### src/rtl/cp2_resp.sv
// cp2_resp: CP2 coprocessor responder. It holds c0..c7 and serves arithmetic, move-to and move-from strobes.
// Latency: ALU results and exceptions appear one cycle after the strobe. MFC data comes one cycle after fs. MUL takes 32 cycles.
// Backpressure: the abusy, tbusy and fbusy flags stall the CPU. A strobe that arrives while abusy is high is dropped.
//
// Ports:
//   clk, rst_            clock and asynchronous active-low reset
//   cp_irenable, cp_ir   instruction latch (op=[2:0] rd=[8:6] rs=[13:11] rt=[18:16])
//   cp2_as/ts/fs         arithmetic, to-coprocessor and from-coprocessor strobes
//   cp2_tds, cp2_tdata   write data for a pending MTC
//   cp2_a/t/fbusy        busy flags for each path
//   cp2_fds, cp2_fdata   MFC read data and its valid pulse
//   cp2_excs/exc/exccode exception status pulse, flag and code (0 none, 1 overflow, 2 undefined)
// Optional feature: define CP2_MUL_EN to build the 32-cycle shift-add multiplier.
// Without it, MUL is reported as an undefined op and abusy is tied to 0.
module cp2_resp (
  input  logic        clk,
  input  logic        rst_,
  input  logic        cp_irenable,
  input  logic [31:0] cp_ir,
  input  logic        cp2_as,
  input  logic        cp2_ts,
  input  logic        cp2_tds,
  input  logic [31:0] cp2_tdata,
  input  logic        cp2_fs,
  output logic        cp2_abusy,
  output logic        cp2_tbusy,
  output logic        cp2_fbusy,
  output logic        cp2_fds,
  output logic [31:0] cp2_fdata,
  output logic        cp2_excs,
  output logic        cp2_exc,
  output logic [3:0]  cp2_exccode
);

  localparam logic [2:0] OP_NOP = 3'b000;
  localparam logic [2:0] OP_ADD = 3'b001;
  localparam logic [2:0] OP_SUB = 3'b010;
  localparam logic [2:0] OP_AND = 3'b011;
  localparam logic [2:0] OP_OR  = 3'b100;
  localparam logic [2:0] OP_MUL = 3'b101;
  localparam logic [2:0] OP_MTC = 3'b110;
  localparam logic [2:0] OP_MFC = 3'b111;

  localparam logic [3:0] EXC_NONE  = 4'd0;
  localparam logic [3:0] EXC_OVF   = 4'd1;
  localparam logic [3:0] EXC_UNDEF = 4'd2;

  // Register file and instruction latch
  logic [31:0] c_q [0:7];
  logic [31:0] c_d [0:7];
  logic [31:0] ir_q, ir_d;

  // Transfer tracking
  logic        tbusy_q, tbusy_d;
  logic [2:0]  trt_q, trt_d;
  logic        fbusy_q, fbusy_d;
  logic [2:0]  frt_q, frt_d;
  logic [31:0] fdata_q, fdata_d;

  // Exception status, registered as a one-cycle pulse
  logic        excs_q, excs_d;
  logic        exc_q, exc_d;
  logic [3:0]  exccode_q, exccode_d;

`ifdef CP2_MUL_EN
  typedef enum logic {ST_IDLE, ST_MUL} state_t;
  state_t      state_q, state_d;
  logic [4:0]  count_q, count_d;
  logic [31:0] mcand_q, mcand_d;
  logic [31:0] mplier_q, mplier_d;
  logic [31:0] acc_q, acc_d;
  logic [2:0]  mrd_q, mrd_d;
`endif

  // Instruction fields
  logic [2:0] ir_op, ir_rd, ir_rs, ir_rt;
  assign ir_op = ir_q[2:0];
  assign ir_rd = ir_q[8:6];
  assign ir_rs = ir_q[13:11];
  assign ir_rt = ir_q[18:16];

  // These instruction bits carry no field this block decodes.
  logic unused_ir_bits;
  assign unused_ir_bits = ^{ir_q[31:19], ir_q[15:14], ir_q[10:9], ir_q[5:3]};

  // ALU datapath
  logic [31:0] opa, opb, sum, diff;
  logic        add_ovf, sub_ovf;
  assign opa  = c_q[ir_rs];
  assign opb  = c_q[ir_rt];
  assign sum  = opa + opb;
  assign diff = opa - opb;
  // Signed overflow happens when the result sign disagrees with what the operand signs allow.
  assign add_ovf = (opa[31] == opb[31]) && (sum[31]  != opa[31]);
  assign sub_ovf = (opa[31] != opb[31]) && (diff[31] != opa[31]);

  // An MFC waits while the multiplier still owes a write to the register it reads.
  logic mul_pend_frt;
`ifdef CP2_MUL_EN
  assign cp2_abusy    = (state_q == ST_MUL);
  assign mul_pend_frt = (state_q == ST_MUL) && (mrd_q == frt_q);
`else
  assign cp2_abusy    = 1'b0;
  assign mul_pend_frt = 1'b0;
`endif

  logic as_take;
  assign as_take = cp2_as & ~cp2_abusy;

  // Read data goes out in the cycle after fs, unless a multiply result is still pending.
  // fdata holds its last value between pulses.
  assign cp2_fds   = fbusy_q & ~mul_pend_frt;
  assign cp2_fdata = cp2_fds ? c_q[frt_q] : fdata_q;

  assign cp2_tbusy   = tbusy_q;
  assign cp2_fbusy   = fbusy_q;
  assign cp2_excs    = excs_q;
  assign cp2_exc     = exc_q;
  assign cp2_exccode = exccode_q;

  always_comb begin
    for (int i = 0; i < 8; i++) c_d[i] = c_q[i];
    ir_d      = cp_irenable ? cp_ir : ir_q;
    tbusy_d   = tbusy_q;
    trt_d     = trt_q;
    fbusy_d   = fbusy_q;
    frt_d     = frt_q;
    fdata_d   = cp2_fdata;
    excs_d    = 1'b0;
    exc_d     = 1'b0;
    exccode_d = EXC_NONE;
`ifdef CP2_MUL_EN
    state_d  = state_q;
    count_d  = count_q;
    mcand_d  = mcand_q;
    mplier_d = mplier_q;
    acc_d    = acc_q;
    mrd_d    = mrd_q;

    // Perform one shift-add step per cycle. Step 31 writes the low word.
    if (state_q == ST_MUL) begin
      acc_d    = mplier_q[0] ? (acc_q + mcand_q) : acc_q;
      mcand_d  = mcand_q << 1;
      mplier_d = mplier_q >> 1;
      count_d  = count_q + 5'd1;
      if (count_q == 5'd31) begin
        c_d[mrd_q] = acc_d;
        excs_d     = 1'b1;
        state_d    = ST_IDLE;
      end
    end
`endif

    // Arithmetic strobe
    if (as_take) begin
      excs_d = 1'b1;
      case (ir_op)
        OP_NOP: ;
        OP_ADD: begin
          if (add_ovf) begin
            exc_d     = 1'b1;
            exccode_d = EXC_OVF;
          end else begin
            c_d[ir_rd] = sum;
          end
        end
        OP_SUB: begin
          if (sub_ovf) begin
            exc_d     = 1'b1;
            exccode_d = EXC_OVF;
          end else begin
            c_d[ir_rd] = diff;
          end
        end
        OP_AND: c_d[ir_rd] = opa & opb;
        OP_OR:  c_d[ir_rd] = opa | opb;
        OP_MUL: begin
`ifdef CP2_MUL_EN
          // No status is reported now; the excs pulse comes when the multiply completes.
          excs_d   = 1'b0;
          state_d  = ST_MUL;
          count_d  = 5'd0;
          mcand_d  = opa;
          mplier_d = opb;
          acc_d    = 32'd0;
          mrd_d    = ir_rd;
`else
          exc_d     = 1'b1;
          exccode_d = EXC_UNDEF;
`endif
        end
        default: begin
          exc_d     = 1'b1;
          exccode_d = EXC_UNDEF;
        end
      endcase
    end

    // The pending MTC write is placed last so that it overrides a multiply result for the same register.
    if (tbusy_q && cp2_tds) begin
      c_d[trt_q] = cp2_tdata;
      tbusy_d    = 1'b0;
    end

    if (cp2_ts) begin
      if (ir_op == OP_MTC) begin
        tbusy_d = 1'b1;
        trt_d   = ir_rt;
      end else begin
        excs_d    = 1'b1;
        exc_d     = 1'b1;
        exccode_d = EXC_UNDEF;
      end
    end

    if (cp2_fds) fbusy_d = 1'b0;

    if (cp2_fs) begin
      if (ir_op == OP_MFC) begin
        fbusy_d = 1'b1;
        frt_d   = ir_rt;
      end else begin
        excs_d    = 1'b1;
        exc_d     = 1'b1;
        exccode_d = EXC_UNDEF;
      end
    end
  end

  always_ff @(posedge clk or negedge rst_) begin
    if (!rst_) begin
      for (int i = 0; i < 8; i++) c_q[i] <= 32'd0;
      ir_q      <= 32'd0;
      tbusy_q   <= 1'b0;
      trt_q     <= 3'd0;
      fbusy_q   <= 1'b0;
      frt_q     <= 3'd0;
      fdata_q   <= 32'd0;
      excs_q    <= 1'b0;
      exc_q     <= 1'b0;
      exccode_q <= EXC_NONE;
`ifdef CP2_MUL_EN
      state_q  <= ST_IDLE;
      count_q  <= 5'd0;
      mcand_q  <= 32'd0;
      mplier_q <= 32'd0;
      acc_q    <= 32'd0;
      mrd_q    <= 3'd0;
`endif
    end else begin
      for (int i = 0; i < 8; i++) c_q[i] <= c_d[i];
      ir_q      <= ir_d;
      tbusy_q   <= tbusy_d;
      trt_q     <= trt_d;
      fbusy_q   <= fbusy_d;
      frt_q     <= frt_d;
      fdata_q   <= fdata_d;
      excs_q    <= excs_d;
      exc_q     <= exc_d;
      exccode_q <= exccode_d;
`ifdef CP2_MUL_EN
      state_q  <= state_d;
      count_q  <= count_d;
      mcand_q  <= mcand_d;
      mplier_q <= mplier_d;
      acc_q    <= acc_d;
      mrd_q    <= mrd_d;
`endif
    end
  end

endmodule

### config.mk
export PLATFORM = sky130hd
export DESIGN_NAME = cp2_resp
export DESIGN_NICKNAME = d
export VERILOG_FILES = /design/src/rtl/cp2_resp.sv
export SDC_FILE = /design/constraint.sdc
export NUM_CORES = 2
export LEC_CHECK = 0
export ABC_AREA = 1
export BUFFER_PORTS_ARGS = -buffer_cell sky130_fd_sc_hd__clkbuf_2
export CAP_MARGIN = 20
export CORE_MARGIN = 2
export CORE_UTILIZATION = 30
export CTS_CLUSTER_DIAMETER = 30
export CTS_CLUSTER_SIZE = 8
export DETAILED_ROUTE_END_ITERATION = 10
export PLACE_DENSITY = 0.54
export SYNTH_ARGS = -nofsm -noshare
export SYNTH_HDL_FRONTEND = slang
export SYNTH_SLANG_ARGS = --single-unit
### constraint.sdc
create_clock -name clk -period 5.55 [get_ports clk]
set_input_delay 0.555 -clock clk [delete_from_list [all_inputs] [get_ports clk]]
set_output_delay 0.555 -clock clk [all_outputs]
set_load 0.01 [all_outputs]
==> summary.txt <==
Mean Syn Cell Area: 5.779 um2
Crit. End Element: flip-flop
Period minus WS final: 5.298 ns
Pint: 10090 uW
Hold Vio Cnt, Final: 0
most common cell after layout, fill and taps aside: nor2_1
Layout Area Growth over Synthesis: 16.92%
Sink Count: 312
FF/Latch Area: 7835 um2
core area: 119500 um2
worst path required time: 6.14 ns
Synth top area share: 21.69%
Site Rows: 127
DIE WIDTH: 350.4 um
max_cap viols: 0
gr usage total: 29.32%
Seq/Total Area, Yosys: 21.69%
Critical path origin: ir_q[16]
Die Y-Extent: 350.4 um
leak pwr: 0.02053 uW
synth unique cells: 54
largest fanout on the critical path: 49
Fin Hold WS: 0.04419 ns
Design Area, Final: 42090 um2
Final HPWL DP: 118.9 mm
worst slew pin tran: 1.238 ns
number of port buffers: 89
fin. max-slew vios: 0
VDD IR max: 264.5 uV
clock buffer count from CTS: 118
top_reg_cell synth: dfrtp_1
Synth Warn #: 0
crit start category: flip-flop
CTS tree: yes
first-pass GRT wire length: 269.7 mm
status: complete, no violations
Final setup viols: 0
area of the multi-input gates: 23790 um2
Synth area leaders: dfrtp_1, nor2_1, nand2_1, a21oi_1, o21ai_0
Root Buffer: clkbuf_16
Ports: 113
Seq pwr share: 18.2%
hold_sp: cp2_tds
starting DRC count in detailed routing: 5829
First-pass DRT Iterations: 8
setup_tns: 0 ns
wire per inst: 23.84 um
initial antenna violation count: 10
Switching Power: 9135 uW
Post-layout nets: 6285
CP Class: flip-flop to flip-flop
worst-case clock buffer depth: 3
most frequent cells in the layout: nor2_1, nand2_1, a21oi_1
ANT nets after route: 0
Slew headroom: 17.32%
Clock power frac: 33.0%
Fill cells: 13201
Worst-path clk slew: 0.04 ns
Initial Util: 30.13%
Mapped Cells: 6230
synthesized area: 36000 um2
fmax: 0.1888 GHz
wirelength, routed: 186.6 mm
routed vias: 44989
unrepaired setup endpoints after global routing: false
vias in the first global route: 40915
skew final: 0.02876 ns
CP arrival: 5.89 ns
CTS H-Tree Depth: 3
Clock Latency Late Sink: 0.74 ns
PwrDens: 456.7 nW/um2
switching share of power: 47.52%
Via density: 5.749
Yosys reg bits: 312
worst r2r src: ir_q[16]
placed instance area: 38150 um2
Final Cycle Share: 95.46%
grt ovf: 0
share of cells above drive strength 1: 9.390%
HP Class: primary input to flip-flop
DRC Markers: 0
Die Area: 122800 um2
combinational share of power: 48.8%
largest net degree at the start of global routing: 151
area leader, netlist: dfrtp_1
placer congestion estimate: 1.038
EDFF count, synth: 0
Async S/R FF share, synth: 100.0%
==> cells by family (layout without fill, tap and decap cells) <==
family          count (synthesis)  in the layout  share of synthesized area [%]
compound gates               1991           1991                          29.82
xor+xnor                       26             26                         0.6325
fa+ha+maj                      97             97                          3.413
buf+inv                      1147           1124                          12.78
flops                         312            312                          21.69
mux                            24             24                         0.6672
other cells                     1              8                        0.01042
simple gates                 2632           2632                          30.99
==> final timing paths <==
check                              endpoint  slack (ns)  depth (start not counted)
worst min-delay path              cp2_tbusy        0.04                          2
max in group asynchronous         cp2_fbusy        3.74                          3
worst min register to register     trt_q[0]        0.52                          2
min in group asynchronous       fdata_q[17]        0.41                          2
worst max register to register     c_q[143]        0.25                         21
worst max-delay path               c_q[143]        0.25                         21
==> cell usage after synthesis, types with 11 or more instances <==
cell type and count:
nor2_1 1051, or2_2 19, inv_1 626, nand4_1 42, o21bai_1 15, nand3b_1 96
xor2_1 23, mux2i_1 24, nand2_1 1036, clkbuf_1 347, o21ai_0 740, ha_1 95
nor3_1 18, nand3_1 322, dfrtp_1 312, inv_2 11, buf_6 14, buf_2 76
a21oi_1 769, o211ai_1 118, o21ai_1 55, buf_1 41, o22ai_1 256, nand2_4 13
buf_4 23
==> timing repair <==
item,in CTS,in global routing
hold buffers,3,0
resized for setup,0,2
hold endpoints to repair,89,0
endpoints found under the setup margin,0,59
buffers inserted,0,0
==> cell type report <==
class / instances / share of cell area, %
multi-input combinational: 4773 / 56.51
sequential: 312 / 18.61
clock buffer: 189 / 8.697
inverter: 644 / 5.769
timing repair buffer: 268 / 5.154
tap: 1612 / 4.791
clock inverter: 23 / 0.4340
antenna: 5 / 0.02972
==> metrics by stage <==
| step | util (%) | setup slack (ns) | instances | power (uW) |
|---|---|---|---|---|
| after floorplan | - | 1.292 | 6232 | 9417 |
| after global placement | 31.93 | 0.4693 | 7604 | 12410 |
| after detailed placement | 31.93 | 0.4044 | 7604 | 12520 |
| after CTS | 35.17 | 0.3726 | 7819 | 18940 |
| final | 35.23 | 0.2521 | 7826 | 19220 |
| after global routing | 35.22 | 0.01729 | 7823 | 20290 |
==> worst max-delay path, cell delays in order (launching register included) <==
cell	delay [ns]
dfrtp_4	0.61
buf_12	0.31
buf_4	0.24
o21ai_0	0.09
o21ai_0	0.16
inv_1	0.05
o21ai_0	0.34
inv_1	0.12
ha_1	0.59
nand2_1	0.19
nor2_1	0.26
nand2_1	0.12
nor2_1	0.11
nand2_1	0.16
nand2_1	0.17
nand2_2	0.11
nand4_2	0.09
nand2_2	0.18
nor2_8	0.35
nand2_4	0.39
o21ai_0	0.30
a21oi_1	0.09
==> state kept, by name, summed over array words and instances, names as in the netlist <==
name	flops
cp2_excs	1
cp2_exccode	2
cp2_exc	1
fdata_q	32
cp2_tbusy	1
cp2_fbusy	1
c_q	256
frt_q	3
ir_q	12
trt_q	3
==> routing by layer <==
metal,GRT usage (%),share of wire [%]
met5,0.1570,0.025
met4,18.01,6.6
met3,6.436,11
met2,45.14,43
met1,37.24,39
==> power groups by stage <==
stage | clock network (uW) | registers, uW | logic [uW]
6_report | 6340 | 3500 | 9380
4_1_cts | 6400 | 3480 | 9070
3_3_place_gp | 0 | 3480 | 8930
2_1_floorplan | 0 | 3260 | 6160
3_5_place_dp | 0 | 3500 | 9020
5_1_grt | 6530 | 3580 | 10200
(Power assumes the default switching activity.)
